File: config.mk
export PLATFORM = sky130hd
export DESIGN_NAME = alu_pipe
export DESIGN_NICKNAME = d
export VERILOG_FILES = /design/src/rtl/alu_pipe.sv
export SDC_FILE = /design/constraint.sdc
export NUM_CORES = 1
export LEC_CHECK = 0
export CAP_MARGIN = 25
export CORE_MARGIN = 4
export CORE_UTILIZATION = 30
export CTS_BUF_LIST = sky130_fd_sc_hd__clkbuf_2 sky130_fd_sc_hd__clkbuf_4 sky130_fd_sc_hd__clkbuf_8
export DETAILED_ROUTE_END_ITERATION = 6
export HOLD_SLACK_MARGIN = 0.08
export PLACE_DENSITY = 0.58
export SLEW_MARGIN = 20
export SYNTH_ARGS = -nofsm -noshare
export SYNTH_HDL_FRONTEND = slang
export SYNTH_SLANG_ARGS = --single-unit
File: constraint.sdc
create_clock -name clk -period 3.4 [get_ports clk]
set_input_delay 0.34 -clock clk [delete_from_list [all_inputs] [get_ports clk]]
set_output_delay 0.34 -clock clk [all_outputs]
set_load 0.05 [all_outputs]
File: src/rtl/alu_pipe.sv
// alu_pipe: valid/ready ALU with a registered add/sub/compare result and an iterative shift-add multiply
module alu_pipe #(
  parameter int WIDTH = 32
) (
  input  logic             clk,
  input  logic             rst_n,
  input  logic             in_valid,
  output logic             in_ready,
  input  logic [3:0]       op,
  input  logic [WIDTH-1:0] a,
  input  logic [WIDTH-1:0] b,
  output logic             out_valid,
  input  logic             out_ready,
  output logic [WIDTH-1:0] result,
  output logic             ovf,
  output logic             illegal
);
  localparam int CW = $clog2(WIDTH);
  localparam logic [1:0] IDLE = 2'd0, MUL = 2'd1, DONE = 2'd2;
  localparam logic [3:0] OP_ADD = 4'd0, OP_SUB = 4'd1, OP_SEQ = 4'd2, OP_SNE = 4'd3,
                         OP_SLT = 4'd4, OP_SGT = 4'd5, OP_SLE = 4'd6, OP_MUL = 4'd8;
  localparam logic [CW-1:0] LAST = CW'(WIDTH - 1);
  logic [1:0] state;
  logic [WIDTH-1:0] mcand, mplier, acc, sum, diff, res;
  logic [CW-1:0] cnt;
  logic free, accept, load, ovf_add, ovf_sub, lt, eq, cmp, res_ovf, res_ill;
  always_comb begin
    free = !out_valid || out_ready;
    in_ready = (state == IDLE) && free;
    accept = in_valid && in_ready;
    sum = a + b;
    diff = a + ~b + WIDTH'(1);
    ovf_add = (a[WIDTH-1] == b[WIDTH-1]) && (sum[WIDTH-1] != a[WIDTH-1]);
    ovf_sub = (a[WIDTH-1] != b[WIDTH-1]) && (diff[WIDTH-1] != a[WIDTH-1]);
    // overflow-corrected sign keeps signed compares right when a - b wraps
    lt = diff[WIDTH-1] ^ ovf_sub;
    eq = diff == '0;
    cmp = op == OP_SEQ ? eq :
          op == OP_SNE ? !eq :
          op == OP_SLT ? lt :
          op == OP_SGT ? (!lt && !eq) :
          op == OP_SLE ? (lt || eq) : !lt;
    res = state == DONE ? acc :
          op == OP_ADD ? sum :
          op == OP_SUB ? diff :
          op < OP_MUL  ? {{(WIDTH-1){1'b0}}, cmp} : '0;
    res_ovf = (state == IDLE) && (op == OP_ADD ? ovf_add : op == OP_SUB ? ovf_sub : 1'b0);
    res_ill = (state == IDLE) && (op > OP_MUL);
    load = (accept && op != OP_MUL) || (state == DONE && free);
  end
  always_ff @(posedge clk or negedge rst_n) begin
    if (!rst_n) begin
      state <= IDLE;
      out_valid <= 1'b0;
      result <= '0;
      ovf <= 1'b0;
      illegal <= 1'b0;
      mcand <= '0;
      mplier <= '0;
      acc <= '0;
      cnt <= '0;
    end else begin
      if (load) begin
        result <= res;
        ovf <= res_ovf;
        illegal <= res_ill;
        out_valid <= 1'b1;
      end else if (out_valid && out_ready) begin
        out_valid <= 1'b0;
      end
      if (accept && op == OP_MUL) begin
        mcand <= a;
        mplier <= b;
        acc <= '0;
        cnt <= '0;
        state <= MUL;
      end else if (state == MUL) begin
        if (mplier[0]) acc <= acc + mcand;
        mcand <= mcand << 1;
        mplier <= mplier >> 1;
        cnt <= cnt + CW'(1);
        if (cnt == LAST) state <= DONE;
      end else if (state == DONE && free) begin
        state <= IDLE;
      end
    end
  end
endmodule

# After elaboration in Yosys (flattened, before gate mapping)
# Cells that the tools add are included.
[totals]
ff_bits = 138
latch_bits = 0
ramBits = 0
rom_bits = 0
out_inout_bits = 36
word_cells = 86
n_memories = 0
[op_classes]
add_sub_neg = 5
n_mul = 0
div = 0
order_cmp = 2
n_eq_ne = 16
shifts = 0
n_mux = 26
n_bitwise = 2
n_reduce_logical = 26
[ops]
columns = ["op", "n"]
rows = [
  ["$mux W32", 10],
  ["$add A32 B32 Y32", 3],
  ["$add A32 B1 Y32 const B", 1],
  ["$logic_not A32 Y1", 1],
  ["$not A32 Y32", 1],
  ["$eq A4 B3 Y1 const B", 3],
  ["$logic_and A1 B1 Y1", 11],
  ["$mux W1", 10],
  ["$mux W5", 2],
  ["$eq A4 B2 Y1 const B", 2],
  ["$mux W2", 4],
  ["$reduce_bool A2 Y1", 3],
  ["$add A5 B1 Y5 const B", 1],
  ["$eq A5 B5 Y1 const B", 1],
  ["$eq A4 B1 Y1 const B", 1],
  ["$eq A4 B4 Y1 const B", 1],
  ["$gt A4 B4 Y1 const B", 1],
  ["$logic_not A4 Y1", 1],
  ["$lt A4 B4 Y1 const B", 1],
  ["$ne A4 B4 Y1 const B", 1],
  ["$reduce_and A2 Y1", 2],
  ["$logic_not A1 Y1", 3],
  ["$logic_or A1 B1 Y1", 3],
  ["$ne A1 B1 Y1", 3],
  ["other kinds (7)", 7],
]

# Depth between registers and ports, before layout
# Gate-level depths: netlist of run 1.
[logic_depth]
depth_word = 16
depth_mapped = 25
depth_no_buf = 24

# Worst setup path before layout of run 1
# OpenSTA, ideal clock, no wires.
[synth_timing]
path_kind = "input to register"
from = "input port b[20]"
to = "register result[0]"
setup_time_ns = 0.127
arrival_time_ns = 4.656
path_slack_ns = -1.383
stages = 25
n_path_buf = 1
path_cell_list = "inv_1 ha_1 buf_4 nand4_1 nor3_1 nand2_1 a21oi_1 o21bai_1 a32o_1 nand2b_1 nor2b_1 o21bai_1 a21oi_1 fa_1 nand2_1 nor2_1 nand4_1 nor4_1 nand4_1 a2111o_1 nor4_1 nand4_1 nor4_1 a2111oi_0 nand3b_1"
[synth_between]
elab_chain_cells = 16
[synth_rtl]
columns = ["item", "line", "source"]
rows = [
  ["start: declaration", "11", "input logic [WIDTH-1:0] b,"],
  ["$not A32 Y32 *", "32", "diff = a + ~b + WIDTH'(1);"],
  ["$add A32 B32 Y32 *", "32", ""],
  ["$add A32 B1 Y32 *", "32", ""],
  ["$ne A1 B1 Y1", "34", "ovf_sub = (a[WIDTH-1] != b[WIDTH-1]) && (diff[WIDTH-1] != a[WIDTH-1]);"],
  ["$logic_and A1 B1 Y1", "34", ""],
  ["$xor A1 B1 Y1", "36", "lt = diff[WIDTH-1] ^ ovf_sub;"],
  ["$logic_not A1 Y1 or $logic_or A1 B1 Y1 (tied branches)", "41, 42", ""],
  ["$mux W1 or $logic_and A1 B1 Y1 (tied branches)", "42, 41", ""],
  ["$mux W1", "41", "op == OP_SGT ? (!lt && !eq) :"],
  ["$mux W1", "40", "op == OP_SLT ? lt :"],
  ["$mux W1", "39", "op == OP_SNE ? !eq :"],
  ["$mux W1 *", "38", "cmp = op == OP_SEQ ? eq :"],
  ["$mux W1 *", "46", "op < OP_MUL ? {{(WIDTH-1){1'b0}}, cmp} : '0;"],
  ["$mux W32 *", "45", "op == OP_SUB ? diff :"],
  ["$mux W32 *", "44", "op == OP_ADD ? sum :"],
  ["$mux W32 *", "43", "res = state == DONE ? acc :"],
  ["end signal: assignment", "64", "result <= res;"],
  ["end: declaration", "14", "output logic [WIDTH-1:0] result,"],
]
# Mark *: on every way between the ends. The rest lies on a longest branch, timed or not.
# A chain may end at the register's enable or synchronous reset.

# Worst setup path after layout of run 1
[layout_timing]
from = "input port a[3]"
to = "register result[0]"
[layout_between]
elab_chain_cells = 15
[layout_rtl]
columns = ["item", "line", "source"]
rows = [
  ["start: declaration", "10", "input logic [WIDTH-1:0] a,"],
  ["$add A32 B32 Y32 *", "32", ""],
  ["$add A32 B1 Y32 *", "32", ""],
  ["$ne A1 B1 Y1", "34", ""],
  ["$logic_and A1 B1 Y1", "34", ""],
  ["$xor A1 B1 Y1", "36", ""],
  ["$logic_not A1 Y1 or $logic_or A1 B1 Y1 (tied branches)", "41, 42", ""],
  ["$mux W1 or $logic_and A1 B1 Y1 (tied branches)", "42, 41", ""],
  ["$mux W1", "41", ""],
  ["$mux W1", "40", ""],
  ["$mux W1", "39", ""],
  ["$mux W1 *", "38", ""],
  ["$mux W1 *", "46", ""],
  ["$mux W32 *", "45", ""],
  ["$mux W32 *", "44", ""],
  ["$mux W32 *", "43", ""],
]
# Marked as above.

==> flow_summary.yaml, run 1 <==
detailed_routing:
  post-route-drc-count: 0
  vias: 11992
  wl_per_cell_um: 19.3
  drt-total-wl_mm: 44.2
  dr.pass1.iters: 5
  avgViaCountPerCell: 5.24
  drt_iter0_drc: 882
  ant_nets: 0
outcome:
  violations: "negative setup slack"
  outcome: "finished with violations"
finish:
  fillerInstances: 3858
  final_nets: 1939
  syn_to_final_growth_pct: 37.5
  fin_area_um2: 16000
  final_cell_mix: "buf_4, nand2_1, dfrtp_1, o21ai_0, a21oi_1"
  finish.utilization: 0.422
  drive_above_1_share: 0.254
  diodes: 0
  layout_commonest_cell: "buf_4"
place:
  dp_slack_ns: -1.91
  dpl_cell_area_um2: 15200
  place.port_buffers: 107
  dpl.hpwl_mm: 34.8
  gp_congestion: 0.913
hold_path:
  worstHoldStart: "b[1]"
  min_path_type: "input port to flip-flop"
logic_synthesis:
  ys_seq_area_frac: 0.296
  ys.warnings.count: 0
  synth-seq-cells: 138
  synth-async-reset-ratio: 1.00
  ys_types: 84
  synth_cells: 1435
  syn-cell-area_um2: 11700
  synth_edf_count: 0
  synth_nets: 1607
  syn-mean-instance-area_um2: 8.13
  synthFlopType: "dfrtp_1"
sta:
  finClkSkew_ns: 0.0149
  finalWorstSetupSlack_ns: -1.08
  min_period_over_period: 1.32
  fmax_mhz: 223
  relSlewSlack: 0.499
  hold_viol: 0
  tightest_slew_ns: 0.751
  hold_slack_ns: 0.144
  rsz0062_at_grt: "yes"
  period_minus_slack_ns: 4.48
  finalSetupViolCount: 2
  final_max_slew_viol_count: 0
power:
  ir_drop_uv: 197
  p_leak_nw: 7.41
  p_per_area_nw_per_um2: 306
grt:
  grtUsageTotal: 0.206
  grt_overflow_total: 0
  grt_pass1_vias: 11921
  grt_max_degree: 89
  grt_pass1_wl_mm: 67.9
  antenna_found_initial: 0
clock_network:
  clockBufferDepth: 2
  cts-root-buf: "clkbuf_8"
  numCtsBuffers: 17
  worstSkewPairLatency_ns: 0.47
  clkSinkCount: 138
  clk_pin_slew_ns: 0.09
  htreeDepth: 4
  tritoncts: "built"
critical_path:
  crit_path_end_kind: "flip-flop"
  startpoint_type: "input port"
  path_class: "input port to flip-flop"
  crit_start: "a[3]"
  crit_arrival_ns: 4.83
  crit_required_ns: 3.75
  crit_chain: "dlygate4sd2_1, ha_4, o21ai_4, a21oi_4, o211ai_4, a21oi_4, o21bai_4, a32o_2, nand2b_4, nor2b_4, o21bai_1, a21oi_2, fa_1, nand2_1, nor2_1, nand4_1, nor4_2, nand4_1, a2111o_1, nor4_2, nand4_1, nor4_2, a2111oi_1, nand3b_1"
  path_max_fanout: 2
  cp_slowest_cell: "fa_1"
  r2r-start: "mcand[7]"
  slowest_delay_ns: 0.53
floorplan:
  start_util: 0.307
  io_pins: 108
  dieArea_um2: 42100
  die_x_um: 205
  rows: 71
  core_um2: 38000
  die-height_um: 205
run:
  cap_violations: 0
[cells in the mapped netlist (all sizes together) (12+ instances only)]
cell / instances / area share
xnor2: 53 / 0.040
a31oi: 18 / 0.010
clkbuf: 58 / 0.024
a21o: 28 / 0.018
a221oi: 17 / 0.014
o21bai: 19 / 0.013
nand2b: 19 / 0.010
nand2: 205 / 0.066
mux2i: 41 / 0.035
nor3: 38 / 0.016
nor2: 109 / 0.035
ha: 96 / 0.10
dfrtp: 138 / 0.30
a211oi: 13 / 0.0088
nand3: 25 / 0.011
buf: 20 / 0.011
xor2: 21 / 0.016
o22ai: 19 / 0.010
nand4: 13 / 0.0070
o31ai: 12 / 0.0086
a21oi: 112 / 0.049
a22oi: 31 / 0.020
inv: 73 / 0.023
o21ai: 119 / 0.052
[power by group]
group,internal (W),leakage [nW],switching [W],total [W]
registers,0.00167,1.51,0.0000248,0.00169
clock network,0.000683,0.196,0.000735,0.00142
logic,0.000827,5.70,0.000977,0.00180
total,0.00318,7.41,0.00174,0.00492
[sequential cells by signal, indices dropped and copies added (netlist names)]
signal	cells
ovf	1
state	2
mplier	32
cnt	5
acc	32
mcand	32
out_valid	1
illegal	1
result	32
[final timing paths]
kind,end,slack (ns),cells after the start
worst max register to register,acc[29],0.29,12
worst min-delay path,mplier[1],0.14,3
max in group asynchronous,mplier[28],2.03,3
worst min register to register,acc[31],0.48,1
min in group asynchronous,mplier[16],0.47,2
worst max-delay path,result[0],-1.08,24
[worst max-delay path, delay by kind of cell]
family	cells	cell delay, ns
adders and majority gates	2	0.83
AOI/OAI and AO/OA	10	1.61
and+or+nand+nor	11	1.72
buffers and inverters	1	0.30
[metrics by stage]
| stage | power (W) | setup TNS, ns | std cells |
|---|---|---|---|
| 6_report | 0.00492 | -1.54 | 2290 |
| 5_1_grt | 0.00514 | -2.17 | 2290 |
| 4_1_cts | 0.00488 | -1.60 | 2284 |
| 3_5_place_dp | 0.00340 | -13.66 | 2243 |
| 3_3_place_gp | 0.00340 | -13.32 | 2243 |
| 2_1_floorplan | 0.00260 | -1.54 | 1435 |
[cell families after synthesis]
group,synth area share
and+or+nand+nor,0.183
AOI/OAI and AO/OA,0.258
buffers and inverters,0.0614
DFF,0.296
adders and majority gates,0.110
xor gates and xnor gates,0.0555
muxes,0.0361
[metal layers]
metal | GRT usage | vias to the layer above | part of all wire
li1 | - | 5805 | -
met1 | 0.282 | 5831 | 0.46
met4 | 0.0388 | 0 | 0.013
met5 | 0 | - | 0
met3 | 0.0276 | 29 | 0.048
met2 | 0.353 | 327 | 0.48
[final cells by class]
| type | instances | area [µm²] | share of cell area |
|---|---|---|---|
| clock buffers | 20 | 263 | 0.0164 |
| clock inverters | 11 | 121 | 0.00756 |
| inverters | 73 | 282 | 0.0175 |
| multi-input cells | 1145 | 8070 | 0.503 |
| flip-flops and latches | 138 | 3450 | 0.215 |
| well taps | 511 | 639 | 0.0398 |
| repair buffers | 392 | 3220 | 0.200 |
[timing repair]
action                                 in CTS  in global routing
buffers inserted                           10                  7
setup endpoints to repair                  15                 13
endpoints found under the hold margin      70                  0
pin swaps                                  19                 39
cloned                                      0                  0
hold buffers                                1                  0
gates resized for setup                   127                 68
(Power assumes the default switching activity.)
==> run 2: changes to the inputs <==
--- a/config.mk
+++ b/config.mk
@@ -6,7 +6,7 @@
 export NUM_CORES = 1
 export LEC_CHECK = 0
 export CAP_MARGIN = 25
-export CORE_MARGIN = 4
+export CORE_MARGIN = 2
 export CORE_UTILIZATION = 30
 export CTS_BUF_LIST = sky130_fd_sc_hd__clkbuf_2 sky130_fd_sc_hd__clkbuf_4 sky130_fd_sc_hd__clkbuf_8
 export DETAILED_ROUTE_END_ITERATION = 6
==> flow_summary.yaml, run 2 (synthesis gave the netlist of run 1 again) <==
detailed_routing:
  drt-total-wl_mm: 43.6
  wl_per_cell_um: 19.0
  drt_iter0_drc: 852
  vias: 11946
  ant_nets: 0
  avgViaCountPerCell: 5.20
  post-route-drc-count: 0
  dr.pass1.iters: 5
critical_path:
  r2r-start: "mcand[7]"
  cp_slowest_cell: "fa_1"
  path_class: "input port to flip-flop"
  crit_top_cell: "nand4_1"
  crit_chain: "dlygate4sd2_1, ha_4, and4_4, o211ai_4, a21oi_4, o21bai_2, a32o_2, nand2b_4, nor2b_4, o21bai_1, a21oi_2, fa_1, nand2_1, nor2_1, nand4_1, nor4_2, nand4_1, a2111o_1, nor4_1, nand4_1, nor4_2, a2111oi_0, nand3b_1"
  path_max_fanout: 4
  endpoint: "result[0]"
  rr_endpoint: "acc[29]"
  crit_start: "a[8]"
  path_buf_inv: 1
  crit_path_end_kind: "flip-flop"
  slowest_delay_ns: 0.50
  startpoint_type: "input port"
  cpLargestDelayFamily: "simple AND/OR/NAND/NOR gates"
  r2r_slack_ns: 0.22
  cp.depth: 23
  crit_arrival_ns: 4.57
  crit_required_ns: 3.76
  worstRegToRegCells: 12
floorplan:
  dieArea_um2: 40500
  io_pins: 108
  rows: 72
  die_x_um: 201
  die-height_um: 201
  start_util: 0.303
  core_um2: 38600
grt:
  grt_max_degree: 74
  grt_pass1_wl_mm: 67.6
  antenna_found_initial: 1
  grt_pass1_vias: 11977
  grt_overflow_total: 0
  grtUsageTotal: 0.214
power:
  p_leak_nw: 7.39
  ir_drop_uv: 197
  p_per_area_nw_per_um2: 302
run:
  cap_violations: 0
sta:
  relSlewSlack: 0.494
  finClkSkew_ns: 0.0168
  finalSetupViolCount: 2
  hold_viol: 0
  fmax_mhz: 237
  fin_setup_tns_ns: -1.21
  finalWorstSetupSlack_ns: -0.812
  min_period_over_period: 1.24
  tightest_slew_ns: 0.759
  final_max_slew_viol_count: 0
  rsz0062_at_grt: "yes"
  period_minus_slack_ns: 4.21
place:
  gp_congestion: 0.909
  dpl_cell_area_um2: 15200
  place.port_buffers: 107
  dpl.hpwl_mm: 34.3
  dp_slack_ns: -1.75
outcome:
  violations: "negative setup slack"
  outcome: "finished with violations"
finish:
  finish.utilization: 0.415
  syn_to_final_growth_pct: 37.3
  drive_above_1_share: 0.259
  layout_commonest_cell: "buf_4"
  final_nets: 1940
  final_cell_mix: "buf_4, nand2_1, dfrtp_1, o21ai_0, nor2_1"
  fin_area_um2: 16000
  diodes: 0
clock_network:
  tritoncts: "built"
  clkSinkCount: 138
  clockBufferDepth: 2
  htreeDepth: 4
  cts-root-buf: "clkbuf_8"
  numCtsBuffers: 17
  clk_pin_slew_ns: 0.09
  worstSkewPairLatency_ns: 0.47
hold_path:
  min_path_type: "input port to flip-flop"
run 2: cell count changes in the layout (fill, tap and decap cells not counted), moves of 3 or more:
| cell | previous run | this run |
|---|---|---|
| buf_4 | 276 | 273 |
| dlygate4sd2_1 | 23 | 20 |
| buf_6 | 15 | 10 |
| buf_2 | 2 | 18 |
| clkbuf_2 | 5 | 1 |
| clkdlybuf4s15_1 | 6 | 3 |
run 2: worst min path at each step:
| stage | start | to | slack, ns | cells after the start |
|---|---|---|---|---|
| floorplan | rst_n | acc[0] | 0.04 | 0 |
| global placement | rst_n | mplier[8] | 0.43 | 1 |
| detailed placement | rst_n | mplier[13] | 0.43 | 1 |
| CTS | b[6] | mplier[6] | 0.17 | 4 |
| global route | b[4] | mplier[4] | 0.20 | 4 |
| finish | b[20] | mplier[20] | 0.19 | 4 |
run 2: layer usage:
layer,up-vias,GRT usage,wire length (µm)
li1,5797,-,-
met1,5771,0.281,19700
met2,319,0.359,20800
met3,57,0.0374,2130
met4,2,0.0662,983
met5,-,0,12
run 2: worst register-to-register path: stages (launching register included):
cell,delay [ns]
dfrtp_1,0.41
ha_1,0.39
a21o_1,0.18
a21o_1,0.18
a211o_1,0.28
nor3_1,0.17
o31a_1,0.23
o21ai_0,0.15
a31o_2,0.27
nor2b_1,0.16
a221oi_1,0.35
xor2_1,0.19
o22ai_1,0.10
run 2: through the flow:
step / hold WS, ns / cells / total power (W)
after floorplan: 0.0444 / 1435 / 0.00260
after global placement: 0.426 / 2245 / 0.00338
after detailed placement: 0.430 / 2245 / 0.00338
after CTS: 0.172 / 2296 / 0.00484
after global routing: 0.201 / 2297 / 0.00507
final: 0.189 / 2297 / 0.00484
run 2: cell type report:
class                           count  area (µm²)
Fill cell                        3966       22500
Tap cell                          518         648
Clock buffer                       20         275
Sequential cell                   138        3450
Clock inverter                     10        95.1
Timing Repair Buffer              393        3190
Inverter                           73         277
Multi-Input combinational cell   1145        8080
run 2: what timing repair did:
| item | CTS | global route |
|---|---|---|
| resized for setup | 188 | 21 |
| pin swaps | 38 | 12 |
| cloned | 0 | 0 |
| hold endpoints to repair | 71 | 0 |
| hold buffers | 1 | 0 |
| setup buffers | 20 | 2 |
| setup endpoints to repair | 15 | 7 |
run 2: report_power, final:
group / switching [W] / leakage [nW] / internal [W]
logic: 0.000967 / 5.69 / 0.000823
registers: 0.0000275 / 1.51 / 0.00167
clock network: 0.000723 / 0.187 / 0.000630
total: 0.00172 / 7.39 / 0.00312
